## config.mk

```make
export PLATFORM = sky130hd
export DESIGN_NAME = digital_calendar
export DESIGN_NICKNAME = d
export VERILOG_FILES = /design/src/rtl/digital_calendar.sv
export SDC_FILE = /design/constraint.sdc
export NUM_CORES = 1
export LEC_CHECK = 0
export ABC_AREA = 1
export CORE_ASPECT_RATIO = 0.5
export CORE_MARGIN = 5
export CORE_UTILIZATION = 43
export CTS_CLUSTER_SIZE = 20
export DETAILED_ROUTE_END_ITERATION = 6
export GPL_ROUTABILITY_DRIVEN = 0
export PLACE_DENSITY = 0.78
export SLEW_MARGIN = 40
export SYNTH_ARGS = -nofsm -noshare
export SYNTH_HDL_FRONTEND = slang
export SYNTH_SLANG_ARGS = --single-unit
```

## constraint.sdc

```tcl
create_clock -name clk_1hz -period 3 [get_ports clk_1hz]
set_clock_uncertainty 0.15 [all_clocks]
set_input_delay 0.3 -clock clk_1hz [delete_from_list [all_inputs] [get_ports clk_1hz]]
set_output_delay 0.3 -clock clk_1hz [all_outputs]
set_load 0.05 [all_outputs]
```

## src/rtl/digital_calendar.sv

```systemverilog
// Date keeper driven by the time-of-day clock: advances day/month/year/weekday
// on the 23 -> 0 hour rollover and exposes BCD digits for the display path.
module digital_calendar #(
   parameter logic [6:0] INIT_YEAR    = 7'd0,
   parameter logic [3:0] INIT_MONTH   = 4'd1,
   parameter logic [4:0] INIT_DAY     = 5'd1,
   parameter logic [2:0] INIT_WEEKDAY = 3'd6
) (
   input  logic        clk_1hz,
   input  logic        time_reset,
   input  logic [4:0]  hour_in,
   input  logic        date_ow,
   input  logic [15:0] date_in,
   input  logic [2:0]  weekday_in,
   input  logic        cal_hold,
   input  logic        day_inc,
   input  logic        day_dec,
   output logic [4:0]  day_out,
   output logic [3:0]  month_out,
   output logic [6:0]  year_out,
   output logic [2:0]  weekday_out,
   output logic        new_day,
   output logic [3:0]  day_1s,
   output logic [3:0]  day_10s,
   output logic [3:0]  mon_1s,
   output logic [3:0]  mon_10s,
   output logic [3:0]  yr_1s,
   output logic [3:0]  yr_10s
);

   logic [4:0] day_q, day_d;
   logic [3:0] month_q, month_d;
   logic [6:0] year_q, year_d;
   logic [2:0] weekday_q, weekday_d;
   logic       new_day_q, new_day_d;
   logic [4:0] prev_hour_q, prev_hour_d;

   logic       tick;
   logic [4:0] cur_dim;
   logic [6:0] ow_year;
   logic [3:0] ow_month;
   logic [4:0] ow_day;
   logic [2:0] ow_weekday;

   // Only the low two year bits matter: every multiple of 4 in 2000-2099 is a leap year.
   function automatic logic [4:0] days_in_month(input logic [3:0] m, input logic [1:0] yl);
      case (m)
         4'd4, 4'd6, 4'd9, 4'd11: days_in_month = 5'd30;
         4'd2:                    days_in_month = (yl == 2'd0) ? 5'd29 : 5'd28;
         default:                 days_in_month = 5'd31;
      endcase
   endfunction

   function automatic logic [7:0] to_bcd(input logic [6:0] v);
      to_bcd = {4'(v / 7'd10), 4'(v % 7'd10)};
   endfunction

   always_comb begin
      tick    = (prev_hour_q == 5'd23) && (hour_in == 5'd0);
      cur_dim = days_in_month(month_q, year_q[1:0]);

      ow_year    = (date_in[15:9] > 7'd99) ? 7'd0 : date_in[15:9];
      ow_month   = (date_in[8:5] == 4'd0 || date_in[8:5] > 4'd12) ? 4'd1 : date_in[8:5];
      ow_day     = (date_in[4:0] == 5'd0 ||
                    date_in[4:0] > days_in_month(ow_month, ow_year[1:0])) ? 5'd1 : date_in[4:0];
      ow_weekday = (weekday_in == 3'd7) ? 3'd0 : weekday_in;
   end

   always_comb begin
      day_d       = day_q;
      month_d     = month_q;
      year_d      = year_q;
      weekday_d   = weekday_q;
      new_day_d   = 1'b0;
      prev_hour_d = hour_in;

      if (date_ow) begin
         day_d     = ow_day;
         month_d   = ow_month;
         year_d    = ow_year;
         weekday_d = ow_weekday;
      end else if (cal_hold) begin
         // Manual adjust stays inside the current month; a rollover seen here is dropped.
         if (day_inc && !day_dec) begin
            day_d = (day_q >= cur_dim) ? 5'd1 : day_q + 5'd1;
         end else if (day_dec && !day_inc) begin
            day_d = (day_q <= 5'd1) ? cur_dim : day_q - 5'd1;
         end
      end else if (tick) begin
         new_day_d = 1'b1;
         weekday_d = (weekday_q == 3'd6) ? 3'd0 : weekday_q + 3'd1;
         if (day_q < cur_dim) begin
            day_d = day_q + 5'd1;
         end else begin
            day_d = 5'd1;
            if (month_q >= 4'd12) begin
               month_d = 4'd1;
               year_d  = (year_q >= 7'd99) ? 7'd0 : year_q + 7'd1;
            end else begin
               month_d = month_q + 4'd1;
            end
         end
      end
   end

   always_ff @(posedge clk_1hz or posedge time_reset) begin
      if (time_reset) begin
         day_q       <= INIT_DAY;
         month_q     <= INIT_MONTH;
         year_q      <= INIT_YEAR;
         weekday_q   <= INIT_WEEKDAY;
         new_day_q   <= 1'b0;
         prev_hour_q <= 5'd0;
      end else begin
         day_q       <= day_d;
         month_q     <= month_d;
         year_q      <= year_d;
         weekday_q   <= weekday_d;
         new_day_q   <= new_day_d;
         prev_hour_q <= prev_hour_d;
      end
   end

   assign day_out     = day_q;
   assign month_out   = month_q;
   assign year_out    = year_q;
   assign weekday_out = weekday_q;
   assign new_day     = new_day_q;

   assign {day_10s, day_1s} = to_bcd({2'b00, day_q});
   assign {mon_10s, mon_1s} = to_bcd({3'b000, month_q});
   assign {yr_10s, yr_1s}   = to_bcd(year_q);

endmodule

```

# == Yosys cells after proc, flatten, opt, wreduce, memory -nomap -nowiden ==
# Cells that the tools add are included.
# op_classes
addsub,5
multipliers,0
n_div,6
order_cmp,8
eq_ne,16
n_shift,0
muxes,34
n_bitwise,0
n_reduce_logical,21
# op_table
operator,count
7-bit two-way mux,7
5-bit two-way mux,9
4-bit two-way mux,6
4-bit by 3-bit equality test with 1-bit output (second input constant),4
4-bit equality test (second input constant),4
3-bit two-way mux,5
5-bit zero test,2
4-bit by 2-bit equality test with 1-bit output (second input constant),2
2-bit one-hot mux with 2 select lines,2
4-bit OR reduction,2
7-bit by 1-bit adder with 7-bit output (second input constant),1
4-bit by 4-bit divider with 7-bit output (second input constant),1
5-bit by 4-bit divider with 7-bit output (second input constant),1
7-bit by 4-bit divider with 7-bit output (second input constant),1
7-bit >= comparator (second input constant),1
7-bit greater-than comparator (second input constant),1
4-bit by 4-bit modulo with 7-bit output (second input constant),1
5-bit by 4-bit modulo with 7-bit output (second input constant),1
7-bit by 4-bit modulo with 7-bit output (second input constant),1
3-bit equality test (second input constant),2
5-bit by 1-bit adder with 5-bit output (second input constant),1
5-bit equality test (second input constant),1
5-bit >= comparator,1
5-bit greater-than comparator,1
20 further kinds,32
# totals
register_bits,25
latch_bits,0
ramBits,0
mem_bits_ro,0
in_bits,30
output_inout_bits,44
n_memories,0

# == Depth between registers and ports, before layout ==
# depth
depth_word,10
mapped_depth,19
mapped_depth_nobuf,19

# == Worst setup path before layout ==
# Ideal clock, no wire load.
# synth_path
path_type,register -> output
from,register day_q[2] (netlist: day_out[2])
to,output day_1s[2]
arrival_ns,3.585
required_time_ns,2.550
path_slack_ns,-1.035
stages_incl_launch_ff,10
path_buffers,0
cell_sequence,dfrtp_1 > inv_2 > ha_1 > inv_1 > ha_1 > a31o_2 > xor2_1 > ha_1 > o211ai_2 > mux2i_1
# synth_via
elab_chain_len,1
# synth_rtl
element,line,text
"start, declared",31,"logic [4:0] day_q, day_d;"
"start signal, assigned",115,day_q <= day_d;
5-bit by 4-bit modulo with 7-bit output,55,"to_bcd = {4'(v / 7'd10), 4'(v % 7'd10)};"
"end, declared",23,"output logic [3:0] day_1s,"
# No other way between the ends.

# == Worst setup path after layout ==
# layout_path
from,register year_q[4] (netlist: year_out[4])
to,output yr_10s[1]
# layout_via
elab_chain_len,1
# layout_rtl
element,line,text
"start, declared",33,"logic [6:0] year_q, year_d;"
"start signal, assigned",117,year_q <= year_d;
7-bit by 4-bit divider with 7-bit output,55,
"end, declared",28,output logic [3:0] yr_10s
# No other way between the ends.

==> results.tsv <==
stage	metric	value	unit
layout	Final #Nets	512	
power_and_ir_drop	sw power	0.00185	W
drt	via count of the routed design	2812	
floorplanning	Initial Utilization	43.5	%
status	status	complete, no violations	
grt	vias in the first global route	2545	
sta	final hold viol count	0	
job	Max Cap Viol	0	
drt	routed wire length	7670	um
clocking	Clk Latency, worst-skew pair	270	ps
logic_synthesis	Yosys Warn Count	0	
logic_synthesis	biggest area consumer among synthesized cells	dfrtp_1	
clocking	Worst-path clk slew	80	ps
clocking	Root Buffer Master	clkbuf_16	
power_and_ir_drop	total power	0.00356	W
drt	Iteration-0 DRC Markers	172	
clocking	CTS buffer count	3	
power_and_ir_drop	P_int	0.00171	W
sta	Final Max Slew Viols	0	
critical_path	CP Max Fanout	6	
critical_path	crit end category	primary output	
power_and_ir_drop	Switching Fraction	52.0	%
logic_synthesis	Synth Instances	364	
logic_synthesis	Yosys cell types	47	
min_path	Worst Hold Class	in -> async	
floorplanning	Die X	120	um
place	DP Cell Count	509	
sta	worst-margin pin slew	525	ps
layout	Layout Utilization	66.7	%
power_and_ir_drop	Clock power frac	8.8	%
drt	Routed WL per cell	14.4	um
sta	relative slew slack	64.9	%
critical_path	r2r endpoint	year_out[5]	
layout	ANT cells	0	
floorplanning	FP Rows	20	
floorplanning	Top Ports	74	
critical_path	Setup CP Type	reg -> out	
layout	Reg area	648	um2
critical_path	Worst Path Arrival	2520	ps
sta	setup TNS	0	ps
floorplanning	die height	65.0	um
drt	DRT Pass-1 Iters	5	
grt	first-pass GRT wire length	11800	um
logic_synthesis	synth top area cells	dfrtp_1 20%, ha_1 12%, nand2_1 9.4%	
logic_synthesis	Synth top area share	20.2	%
floorplanning	die area	7810	um2
place	post-DP HPWL	5420	um
power_and_ir_drop	combinational share of power	77.2	%
layout	Post-Layout Cell Count	532	
drt	post-route ant nets	0	
layout	fraction of layout cells with a size suffix above 1	27.7	%
clocking	clk sink count	25	
critical_path	reg-to-reg startpoint	month_out[0]	
clocking	H-tree levels	1	
logic_synthesis	mapped cell area	2600	um2
logic_synthesis	Avg Cell Area, Syn	7.15	um2
power_and_ir_drop	maximum vdd drop	0.462	mV
grt	GR Util All Layers	18.2	%
grt	largest net degree at the start of global routing	26	
power_and_ir_drop	sequential power share	14.1	%
critical_path	Worst EP required	2550	ps
logic_synthesis	post-synthesis sequential area ratio	24.2	%
clocking	CTS tree	built	
power_and_ir_drop	P per Cell Area	893	nW/um2
logic_synthesis	post-synthesis mux area share	0.769	%
layout	area of the multi-input gates	1950	um2
logic_synthesis	XOR/XNOR Fraction of Synth Area	3.36	%
grt	overflow left after global routing	0	
logic_synthesis	main combinational cell family by area after synthesis	simple AND/OR/NAND/NOR gates	
layout	# fillers	471	
critical_path	FF-to-FF setup slack	190	ps
critical_path	Worst setup SP type	register	
sta	part of the cycle the worst path needs	98.9	%
drt	detail-routed via count per cell	5.29	
sta	fmax	337	MHz
power_and_ir_drop	Leakage	1.83	nW
floorplanning	core area	5980	um2
logic_synthesis	number of flops mapped to enable cells by yosys	0	
logic_synthesis	asr flop ratio synth	100	%
layout	Area Growth Syn to Fin	53.2	%
critical_path	R2R cell count	15	
drt	DR DRC count	0	
grt	initial antenna violation count	0	
sta	min cycle time layout	2970	ps
logic_synthesis	Synth Register Bits	25	
logic_synthesis	Synth Area in Simple Gates	29.2	%
clocking	clk buf depth	2	
logic_synthesis	Compound-Gate Fraction of Synth Area	18.3	%
logic_synthesis	ys flop type	dfrtp_1	
place	Buffers on Ports	68	
logic_synthesis	Synth Area in Adders	12.5	%
sta	Finish-stage setup viols	0	
## cells in the final DEF, fill, tap and decap left out, types with 5 or more instances in the layout
cell type / n
nor3_1: 5
nand2_1: 56
o21ai_0: 21
o21ai_1: 5
conb_1: 5
dfrtp_1: 14
a21oi_1: 9
inv_2: 11
xor2_1: 6
inv_1: 40
clkdlybuf4s50_1: 57
nor2_1: 24
a31oi_1: 5
nand2_2: 6
buf_4: 30
buf_12: 9
o211ai_1: 9
ha_1: 21
nand2_4: 10
nand3_4: 5
nand3_1: 33
dfrtp_2: 5
## critical path, stage by stage (launching register included)
cell and delay, ps:
dfrtp_2 470, clkinv_4 100, nand2_1 80, nor2_2 180
inv_2 80, nand2_4 100, nor2_4 40, nor2_4 130
nand2_4 80, nand2_4 80, buf_4 110, clkdlybuf4s50_1 790
## cell type report
type | instances | area share, %
Timing Repair Buffer | 96 | 24.5
Clock inverter | 1 | 0.125
Tap cell | 77 | 2.41
Clock buffer | 3 | 1.88
Sequential cell | 25 | 16.2
Multi-Input combinational cell | 272 | 48.9
Inverter | 58 | 5.96
## state kept, by name (all words and copies together) (netlist names)
signal	flops
month_out	4
year_out	7
prev_hour_q	5
new_day	1
weekday_out	3
day_out	5
## power groups by stage
stage / registers (W) / logic (W) / clock network, W
3_5_place_dp: 0.000509 / 0.00247 / 0
6_report: 0.000501 / 0.00275 / 0.000312
3_3_place_gp: 0.000507 / 0.00245 / 0
2_1_floorplan: 0.000665 / 0.00145 / 0
5_1_grt: 0.000511 / 0.00292 / 0.000325
4_1_cts: 0.000492 / 0.00255 / 0.000312
## cell usage after synthesis, drive strengths merged, types with 2 or more instances
| library cell | n |
|---|---|
| o2111ai | 2 |
| dfstp | 4 |
| xnor2 | 2 |
| a31oi | 5 |
| ha | 26 |
| o211ai | 10 |
| nor2 | 29 |
| dfrtp | 21 |
| a21oi | 13 |
| nand4 | 5 |
| xor2 | 8 |
| nor3 | 7 |
| buf | 10 |
| a32oi | 2 |
| inv | 57 |
| clkbuf | 3 |
| nand2 | 72 |
| a31o | 2 |
| mux2i | 2 |
| nand3 | 41 |
| o21ai | 31 |
## cell families (layout without fill, tap and decap cells)
kind of cell	after synthesis	after routing
AO/OA/AOI/OAI	72	72
XOR/XNOR	10	10
adder cells (fa/ha/maj)	26	26
buffers and inverters	71	158
flip-flops	25	25
multiplexers	2	2
other	1	5
AND/OR/NAND/NOR	157	157
## metal layers
metal	GRT usage, %	wire (um)	vias up
li1	-	-	1389
met1	25.5	3600	1321
met2	30.0	3640	94
met3	2.79	370	8
met4	3.14	46	0
met5	0	0	-
## how the worst max path moves through the flow
stage | from | to | cells past startpoint | slack (ps)
2_1_floorplan | day_out[2] | day_1s[2] | 9 | -210
3_3_place_gp | month_out[0] | year_out[4] | 14 | 230
3_5_place_dp | month_out[0] | year_out[4] | 14 | 80
4_1_cts | year_out[6] | yr_1s[1] | 19 | 3
5_1_grt | year_out[4] | yr_1s[2] | 19 | -50
6_report | year_out[4] | yr_10s[1] | 11 | 30
## metrics by stage
stage	area [um2]	hold slack, ps	worst slack (ps)
after detailed placement	3610	363	75.5
after floorplan	2780	174	-213
after global routing	3990	295	-49.6
after CTS	3760	260	3.14
after global placement	3610	357	229
final	3990	250	33.2
## what timing repair did
action,CTS,global route
buffers inserted,7,12
gates resized for setup,4,36
hold buffers,0,0
pin swaps,2,16
gates cloned,0,0
endpoints found under the setup margin,4,14
Power figures use the tool's default switching activity.
